==> src/rtl/pulse_counter_mc_param.sv <==
// ---------------------------------------------------------------------------
// pulse_counter_mc_param
//   Counts pulses on NUM_CH asynchronous channel inputs over a window bounded
//   by rising edges of an asynchronous RTC reference.  When the window closes,
//   all counts are copied into shadow registers and streamed out serially,
//   channel by channel, as LOAD + CNT_W shift cycles per channel.
//   Counters saturate at all-ones and raise a sticky per-channel overflow
//   flag instead of wrapping.  An RTC edge that arrives while a frame is
//   still being sent is not accepted: the window simply keeps growing and
//   ovf_rtc_out records the missed edge.
//
// Ports
//   clk          system clock, rising edge
//   reset        asynchronous active-low clear of all state
//   ch_in        raw pulse inputs (asynchronous)
//   rtc          window reference (asynchronous), rising edge closes window
//   edge_mode    0: count rising edges, 1: count rising and falling edges
//   serial_out   serial count data, MSB first
//   sl_out       high during the LOAD cycle of each channel frame
//   addr_out     channel index of the current / last frame
//   ovf_ch_out   saturation flag of channel addr_out from the snapshot
//   ovf_global   OR of all saturation flags in the last snapshot
//   ovf_rtc_out  sticky: RTC edge arrived while busy
//   busy         high while the serialiser is not idle
// ---------------------------------------------------------------------------
module pulse_counter_mc_param #(
   parameter int NUM_CH      = 4,
   parameter int CNT_W       = 8,
   parameter int ADDR_W      = 3,
   parameter int SYNC_STAGES = 2
) (
   input  logic              clk,
   input  logic              reset,
   input  logic [NUM_CH-1:0] ch_in,
   input  logic              rtc,
   input  logic              edge_mode,
   output logic              serial_out,
   output logic              sl_out,
   output logic [ADDR_W-1:0] addr_out,
   output logic              ovf_ch_out,
   output logic              ovf_global,
   output logic              ovf_rtc_out,
   output logic              busy
);

   localparam int                BIT_W   = $clog2(CNT_W);
   localparam logic [CNT_W-1:0]  CNT_MAX = {CNT_W{1'b1}};

   typedef enum logic [1:0] {
      ST_IDLE  = 2'd0,
      ST_LOAD  = 2'd1,
      ST_SHIFT = 2'd2
   } state_t;

   // synchronisers and edge-detect history
   logic [SYNC_STAGES-1:0][NUM_CH-1:0] ch_sync_r;
   logic [NUM_CH-1:0]                  ch_prev_r;
   logic [SYNC_STAGES-1:0]             rtc_sync_r;
   logic                               rtc_prev_r;

   // counting
   logic [NUM_CH-1:0][CNT_W-1:0] cnt_r;
   logic [NUM_CH-1:0]            ovf_r;
   logic [NUM_CH-1:0][CNT_W-1:0] shadow_r;
   logic [NUM_CH-1:0]            shadow_ovf_r;

   // serialiser
   state_t            state_r;
   logic [CNT_W-1:0]  shift_r;
   logic [BIT_W-1:0]  bit_cnt_r;
   logic [ADDR_W-1:0] addr_r;
   logic              serial_r;
   logic              sl_r;
   logic              ovf_ch_r;
   logic              ovf_global_r;
   logic              ovf_rtc_r;
   logic              busy_r;

   // combinational helpers
   logic [NUM_CH-1:0] ch_cur_s;
   logic [NUM_CH-1:0] ch_rise_s;
   logic [NUM_CH-1:0] ch_fall_s;
   logic [NUM_CH-1:0] edge_s;
   logic              rtc_rise_s;
   logic              snap_s;
   logic [CNT_W-1:0]  sel_cnt_s;
   logic              sel_ovf_s;

   // Synchronise the asynchronous inputs and keep one cycle of history for edge detection
   always_ff @(posedge clk or negedge reset) begin
      if (!reset) begin
         ch_sync_r  <= '0;
         ch_prev_r  <= '0;
         rtc_sync_r <= '0;
         rtc_prev_r <= 1'b0;
      end else begin
         ch_sync_r  <= {ch_sync_r[SYNC_STAGES-2:0], ch_in};
         ch_prev_r  <= ch_sync_r[SYNC_STAGES-1];
         rtc_sync_r <= {rtc_sync_r[SYNC_STAGES-2:0], rtc};
         rtc_prev_r <= rtc_sync_r[SYNC_STAGES-1];
      end
   end

   // Per-channel edge events selected by edge_mode
   always_comb begin
      ch_cur_s  = ch_sync_r[SYNC_STAGES-1];
      ch_rise_s = ch_cur_s & ~ch_prev_r;
      ch_fall_s = ~ch_cur_s & ch_prev_r;
      if (edge_mode) begin
         edge_s = ch_rise_s | ch_fall_s;
      end else begin
         edge_s = ch_rise_s;
      end
   end

   assign rtc_rise_s = rtc_sync_r[SYNC_STAGES-1] & ~rtc_prev_r;
   // A window only closes while the serialiser is free; otherwise it extends.
   assign snap_s     = rtc_rise_s && (state_r == ST_IDLE);

   // Shadow read mux for the channel being loaded
   always_comb begin
      sel_cnt_s = shadow_r[0];
      sel_ovf_s = shadow_ovf_r[0];
      for (int i = 1; i < NUM_CH; i++) begin
         if (addr_r == ADDR_W'(i)) begin
            sel_cnt_s = shadow_r[i];
            sel_ovf_s = shadow_ovf_r[i];
         end else begin
            sel_cnt_s = sel_cnt_s;
            sel_ovf_s = sel_ovf_s;
         end
      end
   end

   // Saturating counters; an edge coinciding with the snapshot opens the new window at 1
   always_ff @(posedge clk or negedge reset) begin
      if (!reset) begin
         cnt_r <= '0;
         ovf_r <= '0;
      end else begin
         for (int i = 0; i < NUM_CH; i++) begin
            if (snap_s) begin
               cnt_r[i] <= edge_s[i] ? CNT_W'(1) : CNT_W'(0);
               ovf_r[i] <= 1'b0;
            end else if (edge_s[i]) begin
               if (cnt_r[i] == CNT_MAX) begin
                  ovf_r[i] <= 1'b1;
               end else begin
                  cnt_r[i] <= cnt_r[i] + CNT_W'(1);
               end
            end
         end
      end
   end

   // Missed-window flag: set by any RTC edge not accepted, cleared by an accepted one
   always_ff @(posedge clk or negedge reset) begin
      if (!reset) begin
         ovf_rtc_r <= 1'b0;
      end else if (snap_s) begin
         ovf_rtc_r <= 1'b0;
      end else if (rtc_rise_s) begin
         ovf_rtc_r <= 1'b1;
      end
   end

   // Snapshot capture and frame serialiser FSM with registered outputs
   always_ff @(posedge clk or negedge reset) begin
      if (!reset) begin
         state_r      <= ST_IDLE;
         shadow_r     <= '0;
         shadow_ovf_r <= '0;
         ovf_global_r <= 1'b0;
         shift_r      <= '0;
         bit_cnt_r    <= '0;
         addr_r       <= '0;
         serial_r     <= 1'b0;
         sl_r         <= 1'b0;
         ovf_ch_r     <= 1'b0;
         busy_r       <= 1'b0;
      end else begin
         case (state_r)
            ST_IDLE: begin
               serial_r <= 1'b0;
               if (snap_s) begin
                  shadow_r     <= cnt_r;
                  shadow_ovf_r <= ovf_r;
                  ovf_global_r <= |ovf_r;
                  addr_r       <= '0;
                  sl_r         <= 1'b1;
                  busy_r       <= 1'b1;
                  state_r      <= ST_LOAD;
               end else begin
                  sl_r   <= 1'b0;
                  busy_r <= 1'b0;
               end
            end
            ST_LOAD: begin
               // First data bit goes out on the next cycle, so present the MSB now
               serial_r  <= sel_cnt_s[CNT_W-1];
               shift_r   <= {sel_cnt_s[CNT_W-2:0], 1'b0};
               ovf_ch_r  <= sel_ovf_s;
               sl_r      <= 1'b0;
               bit_cnt_r <= '0;
               state_r   <= ST_SHIFT;
            end
            ST_SHIFT: begin
               if (bit_cnt_r == BIT_W'(CNT_W - 1)) begin
                  serial_r <= 1'b0;
                  if (addr_r == ADDR_W'(NUM_CH - 1)) begin
                     busy_r  <= 1'b0;
                     state_r <= ST_IDLE;
                  end else begin
                     addr_r  <= addr_r + ADDR_W'(1);
                     sl_r    <= 1'b1;
                     state_r <= ST_LOAD;
                  end
               end else begin
                  serial_r  <= shift_r[CNT_W-1];
                  shift_r   <= {shift_r[CNT_W-2:0], 1'b0};
                  bit_cnt_r <= bit_cnt_r + BIT_W'(1);
               end
            end
            default: begin
               serial_r <= 1'b0;
               sl_r     <= 1'b0;
               busy_r   <= 1'b0;
               state_r  <= ST_IDLE;
            end
         endcase
      end
   end

   assign serial_out  = serial_r;
   assign sl_out      = sl_r;
   assign addr_out    = addr_r;
   assign ovf_ch_out  = ovf_ch_r;
   assign ovf_global  = ovf_global_r;
   assign ovf_rtc_out = ovf_rtc_r;
   assign busy        = busy_r;

endmodule

==> config.mk <==
export PLATFORM = sky130hd
export DESIGN_NAME = pulse_counter_mc_param
export DESIGN_NICKNAME = d
export VERILOG_FILES = /design/src/rtl/pulse_counter_mc_param.sv
export SDC_FILE = /design/constraint.sdc
export NUM_CORES = 1
export LEC_CHECK = 0
export ABC_AREA = 1
export BUFFER_PORTS_ARGS = -buffer_cell sky130_fd_sc_hd__buf_2
export CAP_MARGIN = 0
export CORE_MARGIN = 5
export CORE_UTILIZATION = 60
export DETAILED_ROUTE_END_ITERATION = 10
export PLACE_DENSITY_LB_ADDON = 0.15
export SYNTH_ARGS = -nofsm -noshare
export SYNTH_HDL_FRONTEND = slang
export SYNTH_SLANG_ARGS = --single-unit
==> constraint.sdc <==
create_clock -name clk -period 4.3 [get_ports clk]
set_clock_uncertainty 0.2 [all_clocks]
set_input_delay 0.645 -clock clk [delete_from_list [all_inputs] [get_ports clk]]
set_output_delay 0.645 -clock clk [all_outputs]
set_load 0.01 [all_outputs]
==> metrics.yaml, run 1 <==
num-fill-cells: 717
rsz0062_at_grt: "no"
die-area_sq_um: 10640
dp_cells: 735
synth_flop_cell: "dfrtp_1"
intPower_mw: 1.979
synthSimpleGateAreaFrac: 0.2459
clock_path_buffers: 2
synth_top_family_by_area: "simple AND/OR/NAND/NOR gates"
grt_pass1_wl_mm: 17.73
post-route-drc-count: 0
setup_ws_ps: 1312
synth_area_sq_um: 5205
worstMarginPinSlew_ps: 936.8
endpoint_kind: "flop"
place_area_sq_um: 5343
wl_mm: 10.31
hold_viol_final: 0
syn_to_final_growth_pct: 6.587
slew_violations: 0
ys_ff_latch: 108
pwr-share-seq: 0.471
hold_path_class: "primary input to asynchronous set/reset pin"
final_area_sq_um: 5548
num-nets-final: 664
p_per_area_nw_per_um2: 589.2
synth_area_per_cell_sq_um: 8.288
drv_cap: 0
ant_nets: 0
clockPowerShare: 0.196
synthesis.instances: 628
p_leak_nw: 2.821
core_sq_um: 8593
crit_required_ps: 4400
clock-root-buffer: "clkbuf_8"
post_cts_buffers: 0
crit_arrival_ps: 3090
vdd_ir_drop_max_mv: 0.2994
dp_slack_ps: 1362
start_util: 0.6057
clkLatencyLatePin_ps: 370
cts_tree: "built"
async_reset_ff_frac: 1.000
antenna_found_initial: 0
synthAdderAreaFrac: 0.04327
drive_gt1_frac: 0.09346
rows: 34
startpoint_type: "flop"
p_comb_frac: 0.333
setup_viol: 0
die_h_um: 103.1
synth_seq_area_share: 0.5192
worstSetupStartpoint: "state_r[1]"
drt-initial-drc-count: 227
first_pass_iters: 5
min_period_over_period: 0.6948
cts_hold_buf: 0
crit_type: "flop to flop"
synth_compound_area_frac: 0.1106
grt_remaining_overflow: 0
diodes: 0
fp.dieW_um: 103.1
r2r_slack_ps: 1310
clk_pin_slew_ps: 100
ctsResizeCount: 0
grtUsageTotal: 0.2124
fin_crit_ps: 2988
reg2reg_from: "state_r[1]"
r2r_cells: 8
max-slew-margin-rel: 0.3754
cp_max_fo: 105
syn-num-nets: 654
clkSinkCount: 108
status: "finished clean"
fmax_ghz: 0.3347
via_per_inst: 5.301
grt_max_degree: 106
numPortBuffers: 16
ys_types: 33
dp_hpwl_mm: 7.329
power_switching_mw: 1.290
stdcell_count: 750
setup_tns_ps: 0
cts_buffers: 9
wire_per_inst_um: 13.75
p_sw_frac: 0.3947
synth_xor_area_frac: 0.01010
yosysWarnings: 0
r2r_end: "cnt_r[8]"
gp_congestion: 0.8743
synthMuxAreaShare: 0
htreeDepth: 3
synth_edf_count: 0
via_count: 3976
io_pins: 17
first_global_vias: 3799
==> worst max-delay path: stages, from the launching register on <==
cell and delay [ps]:
dfrtp_1 400, inv_1 90, ha_1 240, nand3_2 90, buf_4 700, inv_1 530, nor2_4 430, nand2_1 110
nand2_1 80
==> power by group through the flow <==
| stage | clock (mW) | sequential [mW] | combinational, mW |
|---|---|---|---|
| CTS | 0.655 | 1.54 | 1.10 |
| finish | 0.639 | 1.54 | 1.09 |
| floorplan | 0 | 1.49 | 0.837 |
| global route | 0.696 | 1.58 | 1.27 |
| global placement | 0 | 1.54 | 1.05 |
| detailed placement | 0 | 1.55 | 1.09 |
==> area by class of cell <==
| type | count | area, sq um | area share |
|---|---|---|---|
| clock inverters | 5 | 67.56 | 0.01218 |
| flip-flops and latches | 108 | 2703 | 0.4871 |
| clock buffers | 10 | 137.6 | 0.02481 |
| multi-input cells | 429 | 2133 | 0.3845 |
| well taps | 108 | 135.1 | 0.02436 |
| inverters | 71 | 266.5 | 0.04804 |
| repair buffers | 19 | 105.1 | 0.01894 |
==> worst max path at each step <==
stage	to
floorplan	shift_r[1]
global placement	cnt_r[15]
detailed placement	cnt_r[8]
CTS	cnt_r[15]
global route	cnt_r[8]
finish	cnt_r[8]
==> cells in the mapped netlist, types with 2 or more instances <==
cell / number / share of area
clkbuf_1: 6 / 0.0043
xor2_1: 6 / 0.010
nor3_1: 3 / 0.0029
nor2_4: 3 / 0.0065
buf_2: 10 / 0.0096
a21oi_1: 17 / 0.016
buf_4: 2 / 0.0029
nand3_2: 2 / 0.0038
o211ai_1: 2 / 0.0029
o21ai_1: 8 / 0.0077
nand4_1: 9 / 0.011
a22o_1: 2 / 0.0034
or2_2: 5 / 0.0060
inv_1: 67 / 0.048
nand3_1: 48 / 0.046
dfrtp_1: 108 / 0.52
o21ai_0: 69 / 0.066
nor2_2: 2 / 0.0024
inv_2: 4 / 0.0029
o21ai_2: 3 / 0.0050
nand2_1: 187 / 0.13
nand2_2: 5 / 0.0060
nor2_1: 33 / 0.024
ha_1: 18 / 0.043
==> cells by family (layout without fill, tap and decap cells) <==
family          after synthesis  count (layout)
fa+ha+maj                    18              18
compound gates              106             106
flops                       108             108
simple gates                299             299
buf+inv                      91             105
xor+xnor                      6               6
==> cells in the final DEF (no fill, tap or decap), types with 2 or more instances in the layout <==
cell and instances:
inv_2 4, ha_1 18, a22o_1 2, inv_1 67
inv_6 2, nor2_4 3, o21ai_1 8, nor2_1 33
nor2_2 2, or2_2 5, xor2_1 6, dfrtp_1 108
buf_2 15, nand2_1 187, clkbuf_8 10, nand3_2 2
o21ai_2 3, buf_4 4, o21ai_0 69, nand4_1 9
nor3_1 3, nand3_1 48, a21oi_1 17, o211ai_1 2
nand2_2 5
==> sequential cells by signal, summed over array words and instances, names as in the netlist, 2 cells and up <==
name and cells:
cnt_r 32, shadow_r 32, shift_r 7, ch_cur_s 4, ch_prev_r 4, ch_sync_r 4
ovf_r 4, shadow_ovf_r 4, addr_out 3, bit_cnt_r 3, rtc_sync_r 2, state_r 2
==> routing by layer <==
layer	global-route usage	vias up	wire length [um]	share of wire
li1	-	2034	-	-
met1	0.2967	1860	4882	0.47
met2	0.3419	73	4947	0.48
met3	0.04398	9	370	0.036
met4	0.05279	0	112	0.011
met5	0	-	0	0
==> metrics by stage <==
step	util	power, mW	hold WS, ps
6_report	0.6456	3.269	50.62
5_1_grt	0.6456	3.545	87.59
4_1_cts	0.6456	3.286	59.47
3_5_place_dp	0.6217	2.643	136.4
3_3_place_gp	0.6217	2.589	132.0
2_1_floorplan	-	2.328	131.2
Power figures use the tool's default switching activity.
==> inputs of run 2 (changes only) <==
- clock period: 4.3 -> 2.76 ns (I/O delays scaled with it)
==> run 2 against run 1 <==
Net effect:
- clock-buffer cell count stayed put
- largest power group unchanged
- final cell count is 1.6% higher
- die area is the same
- setup slack got worse by 720 ps
- wire length is 1.1% higher
- clock power increased by 52%
- register-to-register slack worse by 720 ps
- worst hold slack better by 110 ps
- core utilization rose by 1.3 points
- flip-flop and latch count unchanged
- highest routed layer unchanged
- sequential share of layout area shrank 0.93 points
==> metrics.yaml, run 2 (synthesized netlist as in run 1, its figures left out) <==
finalPower_mw: 5.077  # +55%
grtUsageTotal: 0.2167  # +0.004328
clkLatencyLatePin_ps: 370  # about the same
endpoint_kind: "flop"
numPortBuffers: 16  # unchanged
setup_viol: 0  # unchanged
final_common_cell: "nand2_1"
dp_hpwl_mm: 7.703  # +5.1%
r2r_end: "addr_out[0]"
clk_pin_slew_ps: 110  # about the same
startpoint_type: "flop"
hold_path_startpoint: "ch_sync_r[3]"
grt_remaining_overflow: 0  # unchanged
setup_tns_ps: 0  # unchanged
max-slew-margin-rel: 0.6630  # +0.2876
clock-root-buffer: "clkbuf_8"
crit_arrival_ps: 2210  # -880 ps
worstHoldPathCells: 0
hold_viol_final: 0  # unchanged
first_global_vias: 3847  # +1.3%
fin_crit_ps: 2163  # -824.9 ps
cts_buffers: 9  # unchanged
drt-initial-drc-count: 219  # -3.5%
wl_mm: 10.43  # +1.1%
fp.dieW_um: 103.1  # unchanged
cts_tree: "built"
r2r_slack_ps: 600  # -720 ps
wire_per_inst_um: 13.68  # -0.49%
crit_type: "flop to flop"
rows: 34  # unchanged
drv_cap: 0  # unchanged
antenna_found_initial: 0  # unchanged
drive_gt1_frac: 0.1009  # +0.007459
grt_max_degree: 43  # -59%
vdd_ir_drop_max_mv: 0.4820  # +61%
clkSinkCount: 108  # unchanged
htreeDepth: 3  # unchanged
num-nets-final: 675  # +1.7%
crit_required_ps: 2810  # -1590 ps
reg_top3: "cnt_r: 32 flops, shadow_r: 32 flops, shift_r: 7 flops"
r2r_cells: 8  # unchanged
rsz0062_at_grt: "no"
first_pass_iters: 5  # unchanged
clock_path_buffers: 2  # unchanged
fmax_ghz: 0.4624  # +38%
final_cell_mix: "187 x nand2_1, 108 x dfrtp_1, 69 x o21ai_0"
die_h_um: 103.1  # unchanged
status: "finished clean"
core_sq_um: 8593  # unchanged
min_period_over_period: 0.7836  # +0.08879
io_pins: 17  # unchanged
via_per_inst: 5.316  # +0.28%
reg2reg_from: "addr_out[0]"
worstMarginPinSlew_ps: 503.6  # -433.2 ps
diodes: 0  # unchanged
ant_nets: 0  # unchanged
via_count: 4051  # +1.9%
start_util: 0.6057  # unchanged
hold_path_class: "flop to flop"
hold_end: "ch_cur_s[3]"
ctsResizeCount: 0  # unchanged
slew_violations: 0  # unchanged
cp_max_fo: 13  # -88%
syn_to_final_growth_pct: 8.654
p_per_area_nw_per_um2: 897.7  # +52%
grt_pass1_wl_mm: 18.13  # +2.3%
die-area_sq_um: 10640  # unchanged
num-fill-cells: 726  # +1.3%
p_leak_nw: 2.872  # +1.8%
gp_congestion: 0.8866  # +1.4%
post-route-drc-count: 0  # unchanged
## run 2: area by class of cell
class,count,area [sq um],area share
flip-flops and latches,108,2703,0.4779
multi-input cells,429,2133,0.3772
inverters,71,266.5,0.04712
repair buffers,30,215.2,0.03805
clock buffers,10,137.6,0.02434
well taps,108,135.1,0.02389
clock inverters,6,65.06,0.01150
## run 2: per-layer routing
layer	global-route usage	share of wire	vias to the layer above	routed length [um]
li1	-	-	2059	-
met1	0.3021	0.47	1895	4925
met2	0.3587	0.48	81	4953
met3	0.03451	0.039	16	406
met4	0.05080	0.014	0	141
met5	0	0	-	0
## run 2: worst max-delay path by stage
| stage | depth (start not counted) | start | endpoint |
|---|---|---|---|
| finish | 8 | addr_out[0] | addr_out[0] |
| global route | 8 | addr_out[0] | addr_out[1] |
| CTS | 8 | addr_out[0] | addr_out[0] |
| detailed placement | 8 | addr_out[0] | addr_out[0] |
| global placement | 8 | addr_out[0] | addr_out[0] |
| floorplan | 8 | addr_out[0] | shift_r[1] |
## run 2: worst max-delay path: stages (launching register included)
cell and delay [ps]:
dfrtp_1 450, ha_1 220, ha_1 270, inv_1 310, nand2_1 150, nand2_1 110
o211ai_1 150, nand2_1 110, o21ai_0 80
## run 2: what timing repair did
action / in CTS / in global routing
buffers inserted: 0 / 0
endpoints found under the hold margin: 37 / 0
hold buffers: 6 / 0
## run 2: per-stage QoR
step	hold WS, ps	instance area [sq um]	utilization	setup slack, ps	cells
global route	173.6	5655	0.6581	410.3	762
global placement	132.5	5393	0.6275	736.4	740
finish	159.8	5655	0.6581	597.3	762
CTS	162.8	5655	0.6581	611.2	762
detailed placement	135.6	5393	0.6275	642.4	740
floorplan	-81.59	5205	-	934.4	628
## run 2: power breakdown
group / switching (mW) / leakage (nW) / internal, mW / total [mW]
clock network: 0.588 / 0.104 / 0.382 / 0.970
logic: 1.09 / 1.36 / 0.624 / 1.71
registers: 0.373 / 1.41 / 2.02 / 2.40
total: 2.05 / 2.87 / 3.03 / 5.08
